## src/rtl/simple_pkg.sv

```systemverilog
// Shared definitions for the SIMPLE core: datapath width, the NOP encoding
// and the instruction-fetch state encoding.
package simple_pkg;

    localparam int              WIDTH    = 16;
    localparam logic [WIDTH-1:0] NOP_INSN = 16'h0000;

    typedef enum logic [1:0] {
        S_IDLE = 2'd0,
        S_RUN  = 2'd1,
        S_HOLD = 2'd2
    } fetch_state_e;

endpackage

```

## src/rtl/fetch_skid.sv

```systemverilog
// One-entry instruction + return-address holding buffer used by the fetch
// stage to park a memory response while decode is stalled.
module fetch_skid #(
    parameter int W = simple_pkg::WIDTH
) (
    input  logic         clock,
    input  logic         reset,
    input  logic         load_i,
    input  logic         unload_i,
    input  logic         clear_i,
    input  logic [W-1:0] data_i,
    input  logic [W-1:0] pc_i,
    output logic [W-1:0] data_o,
    output logic [W-1:0] pc_o
);

    logic [W-1:0] data_q;
    logic [W-1:0] pc_q;

    // Occupancy is tracked by the owning FSM; emptying the entry keeps stale
    // words from being mistaken for live ones when inspecting state.
    always_ff @(posedge clock or negedge reset) begin
        if (!reset) begin
            data_q <= '0;
            pc_q   <= '0;
        end else if (clear_i || unload_i) begin
            data_q <= '0;
            pc_q   <= '0;
        end else if (load_i) begin
            data_q <= data_i;
            pc_q   <= pc_i;
        end
    end

    assign data_o = data_q;
    assign pc_o   = pc_q;

endmodule

```

## src/rtl/fetch_stage.sv

```systemverilog
// Instruction-fetch stage: issues one-cycle-latency imem reads at the current
// PC, fills the IR pipeline register, absorbs decode stalls and branch flushes.
module fetch_stage #(
    parameter int               WIDTH    = simple_pkg::WIDTH,
    parameter logic [WIDTH-1:0] NOP_INSN = simple_pkg::NOP_INSN
) (
    input  logic             clock,
    input  logic             reset,
    input  logic [WIDTH-1:0] pc,
    input  logic [WIDTH-1:0] pcPlusOne,
    input  logic             branchFlag,
    input  logic             stall,
    output logic             imemReq,
    output logic [WIDTH-1:0] imemAddr,
    input  logic [WIDTH-1:0] imemRdata,
    output logic             ce,
    output logic [WIDTH-1:0] ir,
    output logic [WIDTH-1:0] irPc,
    output logic             irValid
);

    import simple_pkg::*;

    fetch_state_e     state_q, state_d;
    logic             rsp_valid_q;
    logic [WIDTH-1:0] rsp_pc_q;
    logic [WIDTH-1:0] ir_q, ir_d;
    logic [WIDTH-1:0] ir_pc_q, ir_pc_d;
    logic             ir_valid_q, ir_valid_d;

    logic             skid_load, skid_unload, skid_clear;
    logic [WIDTH-1:0] skid_data, skid_pc;

    assign imemAddr = pc;
    assign imemReq  = (state_q == S_RUN) && !stall && !branchFlag;
    assign ce       = imemReq || branchFlag;

    fetch_skid #(.W(WIDTH)) u_skid (
        .clock    (clock),
        .reset    (reset),
        .load_i   (skid_load),
        .unload_i (skid_unload),
        .clear_i  (skid_clear),
        .data_i   (imemRdata),
        .pc_i     (rsp_pc_q),
        .data_o   (skid_data),
        .pc_o     (skid_pc)
    );

    always_comb begin
        // NOTE: every signal written here gets a default first, so no path
        // through the case leaves one unassigned and infers a latch.
        state_d     = state_q;
        ir_d        = ir_q;
        ir_pc_d     = ir_pc_q;
        ir_valid_d  = ir_valid_q;
        skid_load   = 1'b0;
        skid_unload = 1'b0;
        skid_clear  = 1'b0;

        if (branchFlag) begin
            state_d    = S_RUN;
            ir_d       = NOP_INSN;
            ir_valid_d = 1'b0;
            skid_clear = 1'b1;
        end else begin
            case (state_q)
                S_IDLE: state_d = S_RUN;
                S_RUN: begin
                    if (stall) begin
                        // At most one response can be in flight when a stall hits.
                        if (rsp_valid_q) begin
                            skid_load = 1'b1;
                            state_d   = S_HOLD;
                        end
                    end else if (rsp_valid_q) begin
                        ir_d       = imemRdata;
                        ir_pc_d    = rsp_pc_q;
                        ir_valid_d = 1'b1;
                    end else begin
                        ir_valid_d = 1'b0;
                    end
                end
                S_HOLD: begin
                    if (!stall) begin
                        ir_d        = skid_data;
                        ir_pc_d     = skid_pc;
                        ir_valid_d  = 1'b1;
                        skid_unload = 1'b1;
                        state_d     = S_RUN;
                    end
                end
                default: state_d = S_IDLE;
            endcase
        end
    end

    // NOTE: state registers use non-blocking assignments so every flop samples
    // pre-edge values regardless of statement order.
    always_ff @(posedge clock or negedge reset) begin
        if (!reset) begin
            state_q     <= S_IDLE;
            rsp_valid_q <= 1'b0;
            rsp_pc_q    <= '0;
            ir_q        <= NOP_INSN;
            ir_pc_q     <= '0;
            ir_valid_q  <= 1'b0;
        end else begin
            state_q     <= state_d;
            rsp_valid_q <= imemReq;
            if (imemReq) rsp_pc_q <= pcPlusOne;
            ir_q        <= ir_d;
            ir_pc_q     <= ir_pc_d;
            ir_valid_q  <= ir_valid_d;
        end
    end

    assign ir      = ir_q;
    assign irPc    = ir_pc_q;
    assign irValid = ir_valid_q;

endmodule

```

## config.mk

```make
export PLATFORM = sky130hd
export DESIGN_NAME = fetch_stage
export DESIGN_NICKNAME = d
export VERILOG_FILES = /design/src/rtl/simple_pkg.sv /design/src/rtl/fetch_skid.sv /design/src/rtl/fetch_stage.sv
export SDC_FILE = /design/constraint.sdc
export NUM_CORES = 1
export LEC_CHECK = 0
export CAP_MARGIN = 30
export CELL_PAD_IN_SITES_DETAIL_PLACEMENT = 0
export CELL_PAD_IN_SITES_GLOBAL_PLACEMENT = 2
export CORE_MARGIN = 2
export CORE_UTILIZATION = 23
export DETAILED_ROUTE_END_ITERATION = 8
export DONT_BUFFER_PORTS = 1
export PLACE_DENSITY_LB_ADDON = 0.15
export SLEW_MARGIN = 20
export SYNTH_ARGS = -nofsm -noshare
export SYNTH_HDL_FRONTEND = slang
export SYNTH_HIERARCHICAL = 1
export SYNTH_SLANG_ARGS = --single-unit
```

## constraint.sdc

```tcl
create_clock -name clock -period 2.5 [get_ports clock]
set_clock_uncertainty 0.15 [all_clocks]
set_input_delay 0 -clock clock [delete_from_list [all_inputs] [get_ports clock]]
set_output_delay 0 -clock clock [all_outputs]
set_load 0.05 [all_outputs]
```

# Word level (Yosys, flattened, before mapping)
# Index checks and enable logic that the tools add are counted.
# W data, S select, Z words.
dict set report totals {
  register_bits 84
  in_bits 52
  out_inout_bits 51
  elab_cells 62
}
dict set report classes {
  eq_ne 9
  muxes 30
  bitwise_logic 1
  n_reduce_logical 14
}
# op n
set op_table {}
lappend op_table {{$mux W16} 11}
lappend op_table {{$pmux W16 S2} 2}
lappend op_table {{$ne A3 B3 Y1 const B} 4}
lappend op_table {{$mux W1} 11}
lappend op_table {{$mux W2} 4}
lappend op_table {{$ne A2 B2 Y1 const B} 3}
lappend op_table {{$pmux W2 S3} 1}
lappend op_table {{$reduce_and A3 Y1} 2}
lappend op_table {{$reduce_and A5 Y1} 1}
lappend op_table {{$reduce_and A4 Y1} 1}
lappend op_table {{$reduce_bool A2 Y1} 2}
lappend op_table {{$reduce_bool A3 Y1} 1}
lappend op_table {{$eq A2 B1 Y1 const B} 1}
lappend op_table {{$eq A2 B2 Y1 const B} 1}
lappend op_table {{$logic_and A1 B1 Y1} 2}
lappend op_table {{$logic_not A1 Y1} 2}
lappend op_table {{$logic_not A2 Y1} 1}
lappend op_table {{$logic_or A1 B1 Y1} 2}
lappend op_table {{$pmux W1 S2} 1}
lappend op_table {{$not A1 Y1} 1}

# Longest topological paths before layout
# Gate-level depths: netlist of run 1.
dict set report depth {
  word_depth 6
  mapped_depth 8
  mapped_depth_nobuf 6
}

# By module
# The synthesis of run 1 kept the hierarchy.
# mod n_inst cells_each area_per_inst_um2 seq_area_each_um2
set by_module_without_submodules {}
lappend by_module_without_submodules {fetch_stage 1 208 2647.5 1301.2}
lappend by_module_without_submodules {fetch_skid 1 105 1316.3 800.8}

# Worst setup path before layout of run 1
# Ideal clock, no wire load.
dict set report synth_path {
  kind {register to register}
  startpoint {register state_q[1]}
  endpoint {register rsp_pc_q[0]}
  setup_time_ns 0.125
  arrival_ns 1.802
  required_time_ns 2.225
  path_slack_ns 0.423
  stages_incl_launch_ff 6
  n_path_buf 1
  synth_period_minus_slack_ns 2.077
  cell_sequence {dfrtp_1 -> inv_1 -> ha_1 -> nor3b_2 -> buf_4 -> mux2_2}
}
dict set report synth_between {
  elab_chain_len 3
}
# item line_no
set synth_rtl {}
lappend synth_rtl {{from (decl)} fetch_stage.sv:24} ;# fetch_state_e state_q, state_d;
lappend synth_rtl {{from (signal assigned)} fetch_stage.sv:109} ;# state_q <= state_d;
lappend synth_rtl {{$eq A2 B1 Y1} fetch_stage.sv:35} ;# assign imemReq = (state_q == S_RUN) && !stall && !branchFlag;
lappend synth_rtl {{$logic_and A1 B1 Y1 (2 in a row)} fetch_stage.sv:35}
lappend synth_rtl {{named net imemReq} fetch_stage.sv:13} ;# output logic imemReq,
lappend synth_rtl {{to (signal assigned)} fetch_stage.sv:111} ;# if (imemReq) rsp_pc_q <= pcPlusOne;
lappend synth_rtl {{to (decl)} fetch_stage.sv:26} ;# logic [WIDTH-1:0] rsp_pc_q;
# The timed path passes the listed nets, and every way through them passes these cells.
# A chain may end at the register's enable or synchronous reset.

# Final worst setup path of run 1
dict set report layout_path {
  startpoint {register state_q[1]}
  endpoint {register ir_q[0], in the netlist ir[0]}
}
dict set report layout_between {
  elab_chain_len 3
  elab_cells_between_ends 9
  cone_classes {eq/ne: 5; mux: 2; reduce/logical: 2}
}
# item line_no
set layout_rtl {}
lappend layout_rtl {{$eq A2 B1 Y1 or $eq A2 B2 Y1 (tied branches)} fetch_stage.sv:67} ;# case (state_q)
lappend layout_rtl {{$ne A3 B3 Y1 (no source line) (tied with other cells)} n/a}
lappend layout_rtl {{$reduce_and A4 Y1 (no source line) or $mux W16 (tied branches)} n/a}
lappend layout_rtl {{to (signal assigned)} fetch_stage.sv:112} ;# ir_q <= ir_d;
lappend layout_rtl {{to (decl)} fetch_stage.sv:27} ;# logic [WIDTH-1:0] ir_q, ir_d;
# Parallel ways exist; a longest one is shown, timed or not.

==> flow_summary.yaml, run 1 <==
sta:
  rsz0062_at_grt: "false"
  fmax_mhz: 438
  layout_setup_ws_ns: 0.216
  finalSetupViolCount: 0
  whs_ns: 0.0166
  maxSlewViolCount: 0
  finalHoldViolations: 0
  maxSlewHeadroom_pct: 64.3
  tns_ns: 0
  min_period_ns: 2.28
  period_share_pct: 91.4
  tightest_slew_ns: 0.536
synthesis:
  yosys_warnings: 6
  yosysTopAreaCell: "dfrtp_1"
  synth_common_cells: "84 x dfrtp_1, 50 x mux2i_1, 48 x mux2_2"
  ys.flop_type: "dfrtp_1"
  avgSynthCellArea_um2: 12.7
  syn-cell-area_um2: 3960
  synth_edf_count: 0
  syn_nets: 369
  synthTopCellsByArea: "dfrtp_1 53%, mux2_2 14%, mux2i_1 13%, buf_4 4.2%, nor2_1 3.4%"
  ys_ff_latch: 84
  synth_top_area_share_pct: 53.0
  synth_most_common_cell: "dfrtp_1"
  syn_inst: 313
  async_flop_share_pct: 100
  yosysSeqAreaShare_pct: 53.0
  synth_cell_types: 27
power_and_ir_drop:
  seqPwrFrac_pct: 49.7
  p_sw_mw: 2.15
  p_int_mw: 3.29
  vdd_drop_max_mv: 0.426
  pwr-share-clk_pct: 26.5
  powerDensity_nw_per_um2: 1090
  p_leak_nw: 2.03
  p_comb_share_pct: 23.8
  swShare_pct: 39.5
clock_tree:
  cts_buffers: 9
  cts.clk_slew.worst_paths_ns: 0.07
  clock_path_buffers: 2
  cts_tree: "done"
  cts_htree_levels: 3
  clock_sinks: 84
  cts-root-buf: "clkbuf_16"
  insertion_delay_ns: 0.35
critical_path:
  path_max_fanout: 5
  endpoint_kind: "flop"
  cp_num_buf_inv: 3
  critPathArrivalTime_ns: 2.36
  slowest_stage: "dlygate4sd3_1"
  r2r_slack_ns: 0.22
  crit_family: "buffers and inverters"
  crit_required_ns: 2.58
  crit_type: "flop to flop"
  slowest_delay_ns: 0.58
  start_kind: "flop"
  crit_chain: "inv_1 > ha_1 > mux2_4 > buf_4 > a21oi_1 > a211oi_1 > dlygate4sd3_1"
routing:
  drt_wl_total_mm: 9.74
  drc: 0
  drt_pre_antenna_iters: 4
  ant_nets: 0
  vias: 2465
  via_per_inst: 4.20
  routedWlPerCell_um: 16.6
  drtIter0Drc: 46
placement:
  place_inst: 512
  port-buffer-count: 0
  preCtsSetupSlack_ns: 0.413
  gp_congestion: 0.669
  dpl.hpwl_mm: 5.86
global_route:
  track_usage_pct: 11.4
  grt_pass1_vias: 2616
  antenna_found_initial: 0
  grt_pass1_wl_mm: 15.5
  grt_max_degree: 85
  overflow: 0
flow_run:
  drv_cap: 0
die:
  initial_utilization_pct: 23.2
  core_area_um2: 17100
  io_pins: 103
  dieArea_um2: 18300
  dieWidth_um: 135
  num_rows: 48
  fp.dieH_um: 135
final_layout:
  diodes: 0
  drive_above_1_share_pct: 24.3
  areaGrowthSynthToFinish_pct: 26.6
  instances_no_fill: 587
  nNetsFinal: 413
run_status:
  outcome: "complete, no violations"
hold_path:
  holdCritPathClass: "input pin to flop"
cells in the final DEF (no fill, tap or decap), types with 2 or more instances in the layout:
cell type,netlist,final
mux2_2,48,48
ha_1,4,3
clkinvlp_4,0,2
dfrtp_1,84,84
clkbuf_16,0,9
a21oi_1,17,17
nand2b_1,2,2
buf_4,22,14
a21o_1,2,2
bufinv_16,0,2
nor2_1,36,35
a211oi_1,17,17
nand2_1,2,2
inv_1,3,3
mux2i_1,50,50
dlygate4sd3_1,0,53
through the flow:
step	instance area, µm²	power [mW]	util (%)
2_1_floorplan	3960	3.63	-
5_1_grt	5020	5.78	29.4
4_1_cts	4970	5.53	29.1
3_5_place_dp	4090	3.87	24.0
6_report	5020	5.45	29.4
3_3_place_gp	4090	3.85	24.0
worst paths after layout:
path | start | endpoint | cells past startpoint
min in group asynchronous | reset | u_skid/data_o[13] | 2
hold reg to reg | u_skid/data_o[0] | u_skid/data_o[0] | 2
setup reg to reg | state_q[1] | ir[0] | 7
setup / recovery | state_q[1] | ir[0] | 7
hold / removal | branchFlag | irPc[14] | 3
max in group asynchronous | reset | ir[5] | 2
layout make-up:
class,count,area [µm²]
fillers,1813,12000
multi-input cells,188,1600
flip-flops and latches,84,2100
clock buffers,10,229
repair buffers,71,709
inverters,3,11.3
well taps,225,282
clock inverters,6,88.8
worst reg2reg max path, cell delays in order (launching register included):
cell	delay, ns
dfrtp_1	0.41
inv_1	0.09
ha_1	0.25
mux2_4	0.33
buf_4	0.14
a21oi_1	0.14
a211oi_1	0.07
dlygate4sd3_1	0.58
logic make-up after synthesis:
kind of cell	share of synthesized area [%]
compound gates	6.88
fa+ha+maj	1.26
buf+inv	7.10
flops	53.0
mux	26.6
simple gates	5.08
per-layer routing:
layer / GRT usage (%) / vias to the layer above / part of all wire, %
met3: 4.53 / 14 / 6.8
met4: 4.28 / 0 / 2.2
li1: - / 1174 / -
met2: 18.8 / 76 / 48
met1: 13.4 / 1201 / 43
met5: 0 / - / 0
flip-flops by register name (all words and copies together), names as in the netlist:
| register | flops |
|---|---|
| ir | 16 |
| u_skid/data_o | 16 |
| rsp_pc_q | 16 |
| irValid | 1 |
| u_skid/pc_o | 16 |
| irPc | 16 |
| state_q | 2 |
| rsp_valid_q | 1 |
what timing repair did:
action / in CTS / in global routing
hold endpoints to repair: 168 / 0
endpoints found under the setup margin: 0 / 2
gates resized for setup: 0 / 1
hold buffers: 54 / 0
buffers inserted: 0 / 4
power by group through the flow:
stage          clock, mW  combinational [mW]  sequential [mW]
2_1_floorplan          0                1.01             2.62
3_3_place_gp           0                1.11             2.75
3_5_place_dp           0                1.12             2.75
4_1_cts             1.51                1.30             2.72
5_1_grt             1.57                1.43             2.78
6_report            1.44                1.29             2.71
Power figures use the tool's default switching activity.
==> inputs of run 2 (changes only) <==
--- a/config.mk
+++ b/config.mk
@@ -13,6 +13,7 @@
 export DETAILED_ROUTE_END_ITERATION = 8
 export DONT_BUFFER_PORTS = 1
 export PLACE_DENSITY_LB_ADDON = 0.15
+export RECOVER_POWER = 50
 export SLEW_MARGIN = 20
 export SYNTH_ARGS = -nofsm -noshare
 export SYNTH_HDL_FRONTEND = slang
==> flow_summary.yaml, run 2 (synthesis gave the netlist of run 1 again) <==
critical_path:
  crit_required_ns: 2.58
  reg2reg_to: "ir[0]"
  r2r_cells: 7
  r2r-start: "state_q[1]"
  crit_chain: "inv_1 > ha_1 > mux2_4 > buf_4 > a21oi_1 > a211oi_1 > dlygate4sd3_1"
  start_kind: "flop"
  r2r_slack_ns: 0.22
  crit_type: "flop to flop"
  path_max_fanout: 5
  critPathArrivalTime_ns: 2.36
  slowest_delay_ns: 0.58
  endpoint_kind: "flop"
  slowest_stage: "dlygate4sd3_1"
sta:
  finalHoldViolations: 0
  fmax_mhz: 438
  period_share_pct: 91.4
  finalSetupViolCount: 0
  maxSlewHeadroom_pct: 18.4
  tns_ns: 0
  maxSlewViolCount: 0
  min_period_ns: 2.28
  rsz0062_at_grt: "false"
  tightest_slew_ns: 1.22
  whs_ns: 0.0166
clock_tree:
  cts.clk_slew.worst_paths_ns: 0.07
  cts_buffers: 9
  cts-root-buf: "clkbuf_16"
  clock_sinks: 84
  insertion_delay_ns: 0.35
  cts_tree: "done"
  clock_path_buffers: 2
  cts_htree_levels: 3
placement:
  port-buffer-count: 0
  gp_congestion: 0.669
  dpl.hpwl_mm: 5.86
  place_inst: 512
routing:
  via_per_inst: 4.20
  drc: 0
  vias: 2465
  routedWlPerCell_um: 16.6
  drtIter0Drc: 46
  drt_wl_total_mm: 9.75
  drt_pre_antenna_iters: 4
  ant_nets: 0
power_and_ir_drop:
  vdd_drop_max_mv: 0.426
  powerDensity_nw_per_um2: 1090
  p_leak_nw: 2.02
hold_path:
  holdCritStartpoint: "branchFlag"
  whs_path_depth: 3
  holdCritPathClass: "input pin to flop"
  min_to: "irPc[14]"
global_route:
  track_usage_pct: 11.4
  grt_use_met3_pct: 4.53
  met1_usage_pct: 13.4
  top_usage_layer: "met2"
  grt_pass1_vias: 2616
  antenna_found_initial: 0
  grt_pass1_wl_mm: 15.5
  grt_max_degree: 85
  overflow: 0
  gr-usage-met2_pct: 18.8
die:
  dieArea_um2: 18300
  fp.dieH_um: 135
  initial_utilization_pct: 23.2
  dieWidth_um: 135
  num_rows: 48
  core_area_um2: 17100
  io_pins: 103
flow_run:
  drv_cap: 0
final_layout:
  layout_common_cells: "84 x dfrtp_1, 53 x dlygate4sd3_1, 50 x mux2i_1, 48 x mux2_2, 35 x nor2_1"
  mostFrequentLayoutCell: "dfrtp_1"
  diodes: 0
  drive_above_1_share_pct: 24.3
  instances_no_fill: 587
  nNetsFinal: 413
  areaGrowthSynthToFinish_pct: 26.1
run_status:
  outcome: "complete, no violations"
[run 2: cell count changes in the layout (fill, tap and decap cells not counted)]
| cell | delta |
|---|---|
| buf_16 | -1 |
| clkbuf_4 | +1 |
[run 2: where the power goes]
part | leakage [nW] | total, mW | internal, mW | switching (mW)
Sequential | 1.10 | 2.71 | 1.71 | 0.998
Combinational | 0.781 | 1.29 | 0.703 | 0.587
Clock | 0.149 | 1.44 | 0.876 | 0.567
[run 2: area by class of cell]
cell class              count  area (µm²)
fillers                  1815       12100
clock buffers              10         229
flip-flops and latches     84        2100
multi-input cells         188        1600
inverters                   3        11.3
well taps                 225         282
clock inverters             6        88.8
repair buffers             71         689
[run 2: worst max path at each step]
stage / cells past startpoint / start / endpoint / slack [ns]
after CTS: 6 / state_q[1] / ir[0] / 0.09
after global placement: 6 / state_q[0] / irPc[3] / 0.39
after detailed placement: 6 / state_q[1] / ir[10] / 0.41
after global routing: 8 / state_q[0] / ir[0] / 0.07
after floorplan: 5 / state_q[1] / rsp_pc_q[0] / 0.42
final: 7 / state_q[1] / ir[0] / 0.22
[run 2: what timing repair did]
item                                    in CTS  in global routing
setup buffers                                0                  4
hold buffers                                54                  0
endpoints found under the setup margin       0                  2
hold endpoints to repair                   168                  0
resized for setup                            0                  1
[run 2: critical path, delay by kind of cell (launching register included)]
family | cells | cell delay, ns
DFF | 1 | 0.41
adders and majority gates | 1 | 0.25
buffers and inverters | 3 | 0.81
muxes | 1 | 0.33
AOI/OAI and AO/OA | 2 | 0.21
[run 2: metal layers]
| metal | vias up | part of all wire (%) |
|---|---|---|
| li1 | 1174 | - |
| met1 | 1201 | 43 |
| met2 | 76 | 48 |
| met3 | 14 | 6.8 |
| met4 | 0 | 2.2 |
| met5 | - | 0 |
[run 2: through the flow]
stage	setup slack, ns	area (µm²)	total power, mW	utilization, %
floorplan	0.423	3960	3.63	-
global placement	0.389	4090	3.85	24.0
detailed placement	0.413	4090	3.87	24.0
CTS	0.0868	4970	5.53	29.1
global route	0.0659	5000	5.78	29.3
finish	0.216	5000	5.44	29.3
